[src/rtl/warp_fetch_scheduler.sv]
// Four-warp instruction fetch scheduler: round-robin fetch of eligible warps into
// a single registered issue slot, with LD/ST blocking and HALT retirement.
module warp_fetch_scheduler #(
  parameter int PC_WIDTH   = 8,
  parameter int INST_WIDTH = 16
) (
  input  logic                  clk,
  input  logic                  rst_n,
  input  logic                  start,
  input  logic [PC_WIDTH-1:0]   start_pc,
  input  logic [3:0]            warp_mask,
  output logic [PC_WIDTH-1:0]   imem_addr,
  input  logic [INST_WIDTH-1:0] imem_inst,
  output logic                  inst_valid,
  output logic [INST_WIDTH-1:0] inst,
  output logic [1:0]            inst_warp,
  output logic [PC_WIDTH-1:0]   inst_pc,
  input  logic                  inst_ready,
  input  logic                  mem_ack,
  input  logic [1:0]            ack_warp,
  output logic                  busy,
  output logic                  done
);

  typedef enum logic [1:0] {
    ST_IDLE = 2'd0,
    ST_RUN  = 2'd1,
    ST_DONE = 2'd2
  } state_t;

  // Lowest priority goes to the last granted warp; search starts one past it.
  function automatic logic [1:0] rr_pick(input logic [3:0] req, input logic [1:0] last);
    logic [1:0] pick;
    logic [1:0] idx;
    pick = last;
    for (int k = 4; k >= 1; k--) begin
      idx = last + 2'(k);
      if (req[idx]) begin
        pick = idx;
      end else begin
        pick = pick;
      end
    end
    return pick;
  endfunction

  state_t                state_r, state_s;
  logic [PC_WIDTH-1:0]   pc_r [4];
  logic [PC_WIDTH-1:0]   pc_s [4];
  logic [3:0]            active_r, active_s;
  logic [3:0]            blocked_r, blocked_s;
  logic [1:0]            last_grant_r, last_grant_s;
  logic                  inst_valid_r, inst_valid_s;
  logic [INST_WIDTH-1:0] inst_r, inst_s;
  logic [1:0]            inst_warp_r, inst_warp_s;
  logic [PC_WIDTH-1:0]   inst_pc_r, inst_pc_s;
  logic                  busy_r, done_r;

  logic [3:0] eligible_s;
  logic       slot_free_s;
  logic       fetch_s;
  logic [1:0] sel_s;
  logic [3:0] opcode_s;
  logic       is_halt_s;
  logic       is_mem_s;

  assign eligible_s  = active_r & ~blocked_r;
  assign slot_free_s = ~inst_valid_r | inst_ready;
  assign fetch_s     = (state_r == ST_RUN) && (eligible_s != 4'b0000) && slot_free_s;
  assign sel_s       = rr_pick(eligible_s, last_grant_r);
  assign imem_addr   = fetch_s ? pc_r[sel_s] : {PC_WIDTH{1'b0}};
  assign opcode_s    = imem_inst[15:12];
  assign is_halt_s   = (opcode_s == 4'b0000);
  assign is_mem_s    = (opcode_s == 4'b0001) || (opcode_s == 4'b0010);

  assign inst_valid = inst_valid_r;
  assign inst       = inst_r;
  assign inst_warp  = inst_warp_r;
  assign inst_pc    = inst_pc_r;
  assign busy       = busy_r;
  assign done       = done_r;

  // Kernel state machine: next-state decode.
  always_comb begin
    state_s = state_r;
    case (state_r)
      ST_IDLE: begin
        if (start && (warp_mask != 4'b0000)) begin
          state_s = ST_RUN;
        end else begin
          state_s = ST_IDLE;
        end
      end
      ST_RUN: begin
        if ((active_r == 4'b0000) && !inst_valid_r) begin
          state_s = ST_DONE;
        end else begin
          state_s = ST_RUN;
        end
      end
      ST_DONE: state_s = ST_IDLE;
      default: state_s = ST_IDLE;
    endcase
  end

  // Warp context and issue-slot next values; a fetch overrides a handshake clear.
  always_comb begin
    pc_s         = pc_r;
    active_s     = active_r;
    blocked_s    = blocked_r;
    last_grant_s = last_grant_r;
    inst_valid_s = inst_valid_r;
    inst_s       = inst_r;
    inst_warp_s  = inst_warp_r;
    inst_pc_s    = inst_pc_r;
    if ((state_r == ST_IDLE) && start && (warp_mask != 4'b0000)) begin
      for (int i = 0; i < 4; i++) begin
        pc_s[i] = start_pc;
      end
      active_s  = warp_mask;
      blocked_s = 4'b0000;
    end else if (state_r == ST_RUN) begin
      if (mem_ack) begin
        blocked_s[ack_warp] = 1'b0;
      end else begin
        blocked_s = blocked_r;
      end
      if (inst_valid_r && inst_ready) begin
        inst_valid_s = 1'b0;
      end else begin
        inst_valid_s = inst_valid_r;
      end
      if (fetch_s) begin
        pc_s[sel_s]  = pc_r[sel_s] + PC_WIDTH'(2);
        last_grant_s = sel_s;
        if (is_halt_s) begin
          active_s[sel_s] = 1'b0;
        end else begin
          inst_valid_s = 1'b1;
          inst_s       = imem_inst;
          inst_warp_s  = sel_s;
          inst_pc_s    = pc_r[sel_s];
          if (is_mem_s) begin
            blocked_s[sel_s] = 1'b1;
          end else begin
            blocked_s[sel_s] = blocked_s[sel_s];
          end
        end
      end else begin
        last_grant_s = last_grant_r;
      end
    end else begin
      active_s = active_r;
    end
  end

  // State, warp context and issue slot registers.
  always_ff @(posedge clk or negedge rst_n) begin
    if (!rst_n) begin
      state_r      <= ST_IDLE;
      for (int i = 0; i < 4; i++) begin
        pc_r[i] <= {PC_WIDTH{1'b0}};
      end
      active_r     <= 4'b0000;
      blocked_r    <= 4'b0000;
      last_grant_r <= 2'd3;
      inst_valid_r <= 1'b0;
      inst_r       <= {INST_WIDTH{1'b0}};
      inst_warp_r  <= 2'd0;
      inst_pc_r    <= {PC_WIDTH{1'b0}};
      busy_r       <= 1'b0;
      done_r       <= 1'b0;
    end else begin
      state_r      <= state_s;
      for (int i = 0; i < 4; i++) begin
        pc_r[i] <= pc_s[i];
      end
      active_r     <= active_s;
      blocked_r    <= blocked_s;
      last_grant_r <= last_grant_s;
      inst_valid_r <= inst_valid_s;
      inst_r       <= inst_s;
      inst_warp_r  <= inst_warp_s;
      inst_pc_r    <= inst_pc_s;
      busy_r       <= (state_s == ST_RUN);
      done_r       <= (state_s == ST_DONE);
    end
  end

endmodule

[config.mk]
export PLATFORM = sky130hd
export DESIGN_NAME = warp_fetch_scheduler
export DESIGN_NICKNAME = d
export VERILOG_FILES = /design/src/rtl/warp_fetch_scheduler.sv
export SDC_FILE = /design/constraint.sdc
export NUM_CORES = 1
export LEC_CHECK = 0
export ABC_AREA = 1
export BUFFER_PORTS_ARGS = -buffer_cell sky130_fd_sc_hd__buf_4
export CAP_MARGIN = 10
export CORE_UTILIZATION = 42
export CTS_CLUSTER_DIAMETER = 40
export CTS_CLUSTER_SIZE = 25
export DETAILED_ROUTE_END_ITERATION = 16
export SYNTH_ARGS = -nofsm -noshare
export SYNTH_HDL_FRONTEND = slang
export SYNTH_SLANG_ARGS = --single-unit
[constraint.sdc]
create_clock -name clk -period 3 [get_ports clk]
set_clock_uncertainty 0.2 [all_clocks]
set_input_delay 0.3 -clock clk [delete_from_list [all_inputs] [get_ports clk]]
set_output_delay 0.3 -clock clk [all_outputs]
set_load 0.02 [all_outputs]
==> reports/qor.yml <==
logic_synthesis:
  synthCells: 503
  synthArstFlopShare_pct: 100.0
  synth_largest_area_cell: "dfrtp_1"
  avgSynthCellArea_um2: 7.863
  synth_cell_types: 30
  synth_fp_nets: 539
  yosys-top-cells-area: "dfrtp_1 (45%), nand2_1 (11%), nor2_1 (6.3%)"
  synth_ff_type: "dfrtp_1"
  synth_edf_count: 0
  synthesis.area_um2: 3955
  seq_area_frac_synth_pct: 46.25
  synth_top_cell_area_share_pct: 44.92
  synth-seq-cells: 73
  synth_warnings: 0
cells_and_area:
  drive_above_1_share_pct: 37.21
  synthToLayoutAreaGrowth_pct: 44.80
  num-fill-cells: 791
  diodes: 0
  nNetsFinal: 676
grt:
  met1_usage_pct: 35.58
  first_global_vias: 3829
  gr-usage-met2_pct: 42.17
  use_met3_pct: 5.887
  antenna_found_initial: 0
  grt-busiest-layer: "met2"
  grt_overflow: 0
  grt_max_degree: 74
  grt_pass1_wl_mm: 19.69
  grt_usage_pct: 26.49
clocking:
  h-tree-depth: 3
  clk_latency_ns: 0.36
  cts_root_buf: "clkbuf_8"
  path_clk_slew_ns: 0.08
  cts_sinks: 73
  cts_tree: "yes"
  cts.path.max_buffers: 2
  cts_buffers: 9
die:
  dieWidth_um: 99.04
  die_h_um: 99.04
  die-area_um2: 9809
  core_um2: 9196
  rows: 35
  pin_count: 72
  start_util_pct: 43.01
setup_path:
  reg2reg_from: "last_grant_r[0]"
  critical-path-top-delay-family: "simple AND/OR/NAND/NOR gates"
  cp.arrival_ns: 2.60
  cp_max_fo: 6
  crit_path_top_delay_cell: "dfstp_2"
  crit_path_end_kind: "output port"
  critPathKind: "reg2out"
  path_cells: "buf_6 > nor2_2 > nand2_1 > nand2_2 > nor2_4 > o211ai_1 > nand2_1 > nor2_2 > nor2_4 > nand2_1 > nand2_4 > nor2_1 > buf_4"
  cp-startpoint: "last_grant_r[0]"
  max_stage_delay_ns: 0.62
  worst_path_most_repeated_cell: "nand2_1"
  cp_data_required_time_ns: 2.50
  cp-start-kind: "flip-flop"
  path_buf_inv: 2
routing:
  drt_wl_total_mm: 12.11
  routedWlPerCell_um: 16.01
  ant_nets: 0
  drcViolationCount: 2
  drt-initial-drc-count: 178
  avgViaCountPerCell: 5.189
  vias: 3923
  first_pass_iters: 11
status:
  violations: "DRC, setup timing"
  status: "finished with violations"
place:
  dp_hpwl_mm: 8.062
  portBuffers: 71
  gp_congestion: 0.9265
sta:
  period_share_pct: 103.4
  setup_viol: 10
  hold_slack_ns: 0.06922
  tightest_slew_ns: 0.9278
  rsz0062_at_grt: "yes"
  worst_slew_margin_rel_pct: 38.14
  hold_viol_final: 0
  final.setup.worst_slack_ns: -0.1022
  max_freq_ghz: 0.3224
  period_needed_ns: 3.102
  tns_ns: -0.5484
  maxSlewViolCount: 0
worst_hold_path:
  hold_start: "imem_inst[12]"
  min_path_type: "in2reg"
flow_run:
  max_cap_violations: 0
[layout make-up]
class                   instances  area (um2)  share of cell area, %
clock inverters                 6       90.09                  1.573
repair buffers                137        1140                  19.90
clock buffers                  10       137.6                  2.403
well taps                     111       138.9                  2.425
multi-input cells             352        2122                  37.05
flip-flops and latches         73        1829                  31.94
inverters                      67       269.0                  4.697
[flip-flops by register name, summed over array words and instances, names as in the netlist]
| signal | count |
|---|---|
| pc_r | 32 |
| inst | 16 |
| inst_pc | 8 |
| active_r | 4 |
| blocked_r | 4 |
| inst_warp | 2 |
| last_grant_r | 2 |
| state_r | 2 |
| busy | 1 |
| done | 1 |
| inst_valid | 1 |
[metrics by stage]
step	instances	area, um2	worst slack [ns]	util, %
2_1_floorplan	503	3955	0.2485	-
3_3_place_gp	696	4725	-0.07056	51.37
3_5_place_dp	696	4725	-0.1502	51.37
4_1_cts	753	5555	-0.03495	60.41
5_1_grt	756	5727	-0.1948	62.27
6_report	756	5727	-0.1022	62.27
[path summary, 6_finish.rpt]
path	slack, ns	end	depth (start not counted)
setup / recovery	-0.10	imem_addr[3]	13
hold / removal	0.07	inst[12]	3
setup reg to reg	-0.01	pc_r[15]	21
hold reg to reg	0.30	inst_pc[1]	2
max in group asynchronous	1.57	inst[13]	2
min in group asynchronous	0.42	pc_r[27]	2
[logic make-up after synthesis]
logic type | after synthesis | synth area share, %
buffers and inverters | 78 | 8.067
adders and majority gates | 1 | 0.3163
DFF | 73 | 46.25
and+or+nand+nor | 256 | 28.69
muxes | 18 | 5.125
xor gates and xnor gates | 1 | 0.2215
AOI/OAI and AO/OA | 76 | 11.33
[timing repair]
item,in CTS,in global routing
endpoints found under the setup margin,16,32
resized for setup,63,42
buffers inserted,22,3
pin swaps,26,23
hold endpoints to repair,93,0
hold buffers,20,0
[Yosys cell counts, types with 2 or more instances]
| cell type | n |
|---|---|
| nor4_1 | 4 |
| a22o_1 | 4 |
| inv_2 | 9 |
| a22oi_1 | 5 |
| nor2_2 | 5 |
| a211oi_1 | 3 |
| a21oi_1 | 18 |
| nor2_4 | 4 |
| clkbuf_1 | 7 |
| a32oi_1 | 2 |
| o21ai_0 | 28 |
| nand3_1 | 43 |
| o31ai_1 | 4 |
| buf_6 | 3 |
| dfrtp_1 | 71 |
| dfstp_2 | 2 |
| o211ai_1 | 2 |
| nand2_2 | 14 |
| inv_1 | 58 |
| nand3_2 | 2 |
| nand2_1 | 116 |
| o21ai_1 | 2 |
| nor2_1 | 66 |
| mux2_2 | 18 |
| a31oi_1 | 8 |
[per-layer routing]
metal | vias up | part of all wire, % | routed length (um)
li1 | 1905 | - | -
met1 | 1863 | 45 | 5420
met2 | 129 | 46 | 5615
met3 | 26 | 6.4 | 778
met4 | 0 | 2.4 | 293
met5 | - | 0 | 0
[worst register-to-register path, delay by kind of cell (launching register included)]
kind	cells	cell delay [ns]
AO/OA/AOI/OAI	1	0.14
flip-flops	1	0.62
buffers and inverters	7	0.85
AND/OR/NAND/NOR	13	1.13
[cell usage in the layout (no fill, tap or decap), types with 18 or more instances in the layout]
cell | Yosys | final
dfrtp_1 | 71 | 71
mux2_2 | 18 | 18
o21ai_0 | 28 | 22
dlygate4sd3_1 | 0 | 20
nand2_1 | 116 | 92
inv_1 | 58 | 55
nand2_2 | 14 | 25
nand3_1 | 43 | 33
buf_4 | 1 | 103
nor2_1 | 66 | 59
Power is left out: the tool's default activity adds up to more than one toggle a clock period on the data nets, which glitch-free logic cannot reach.
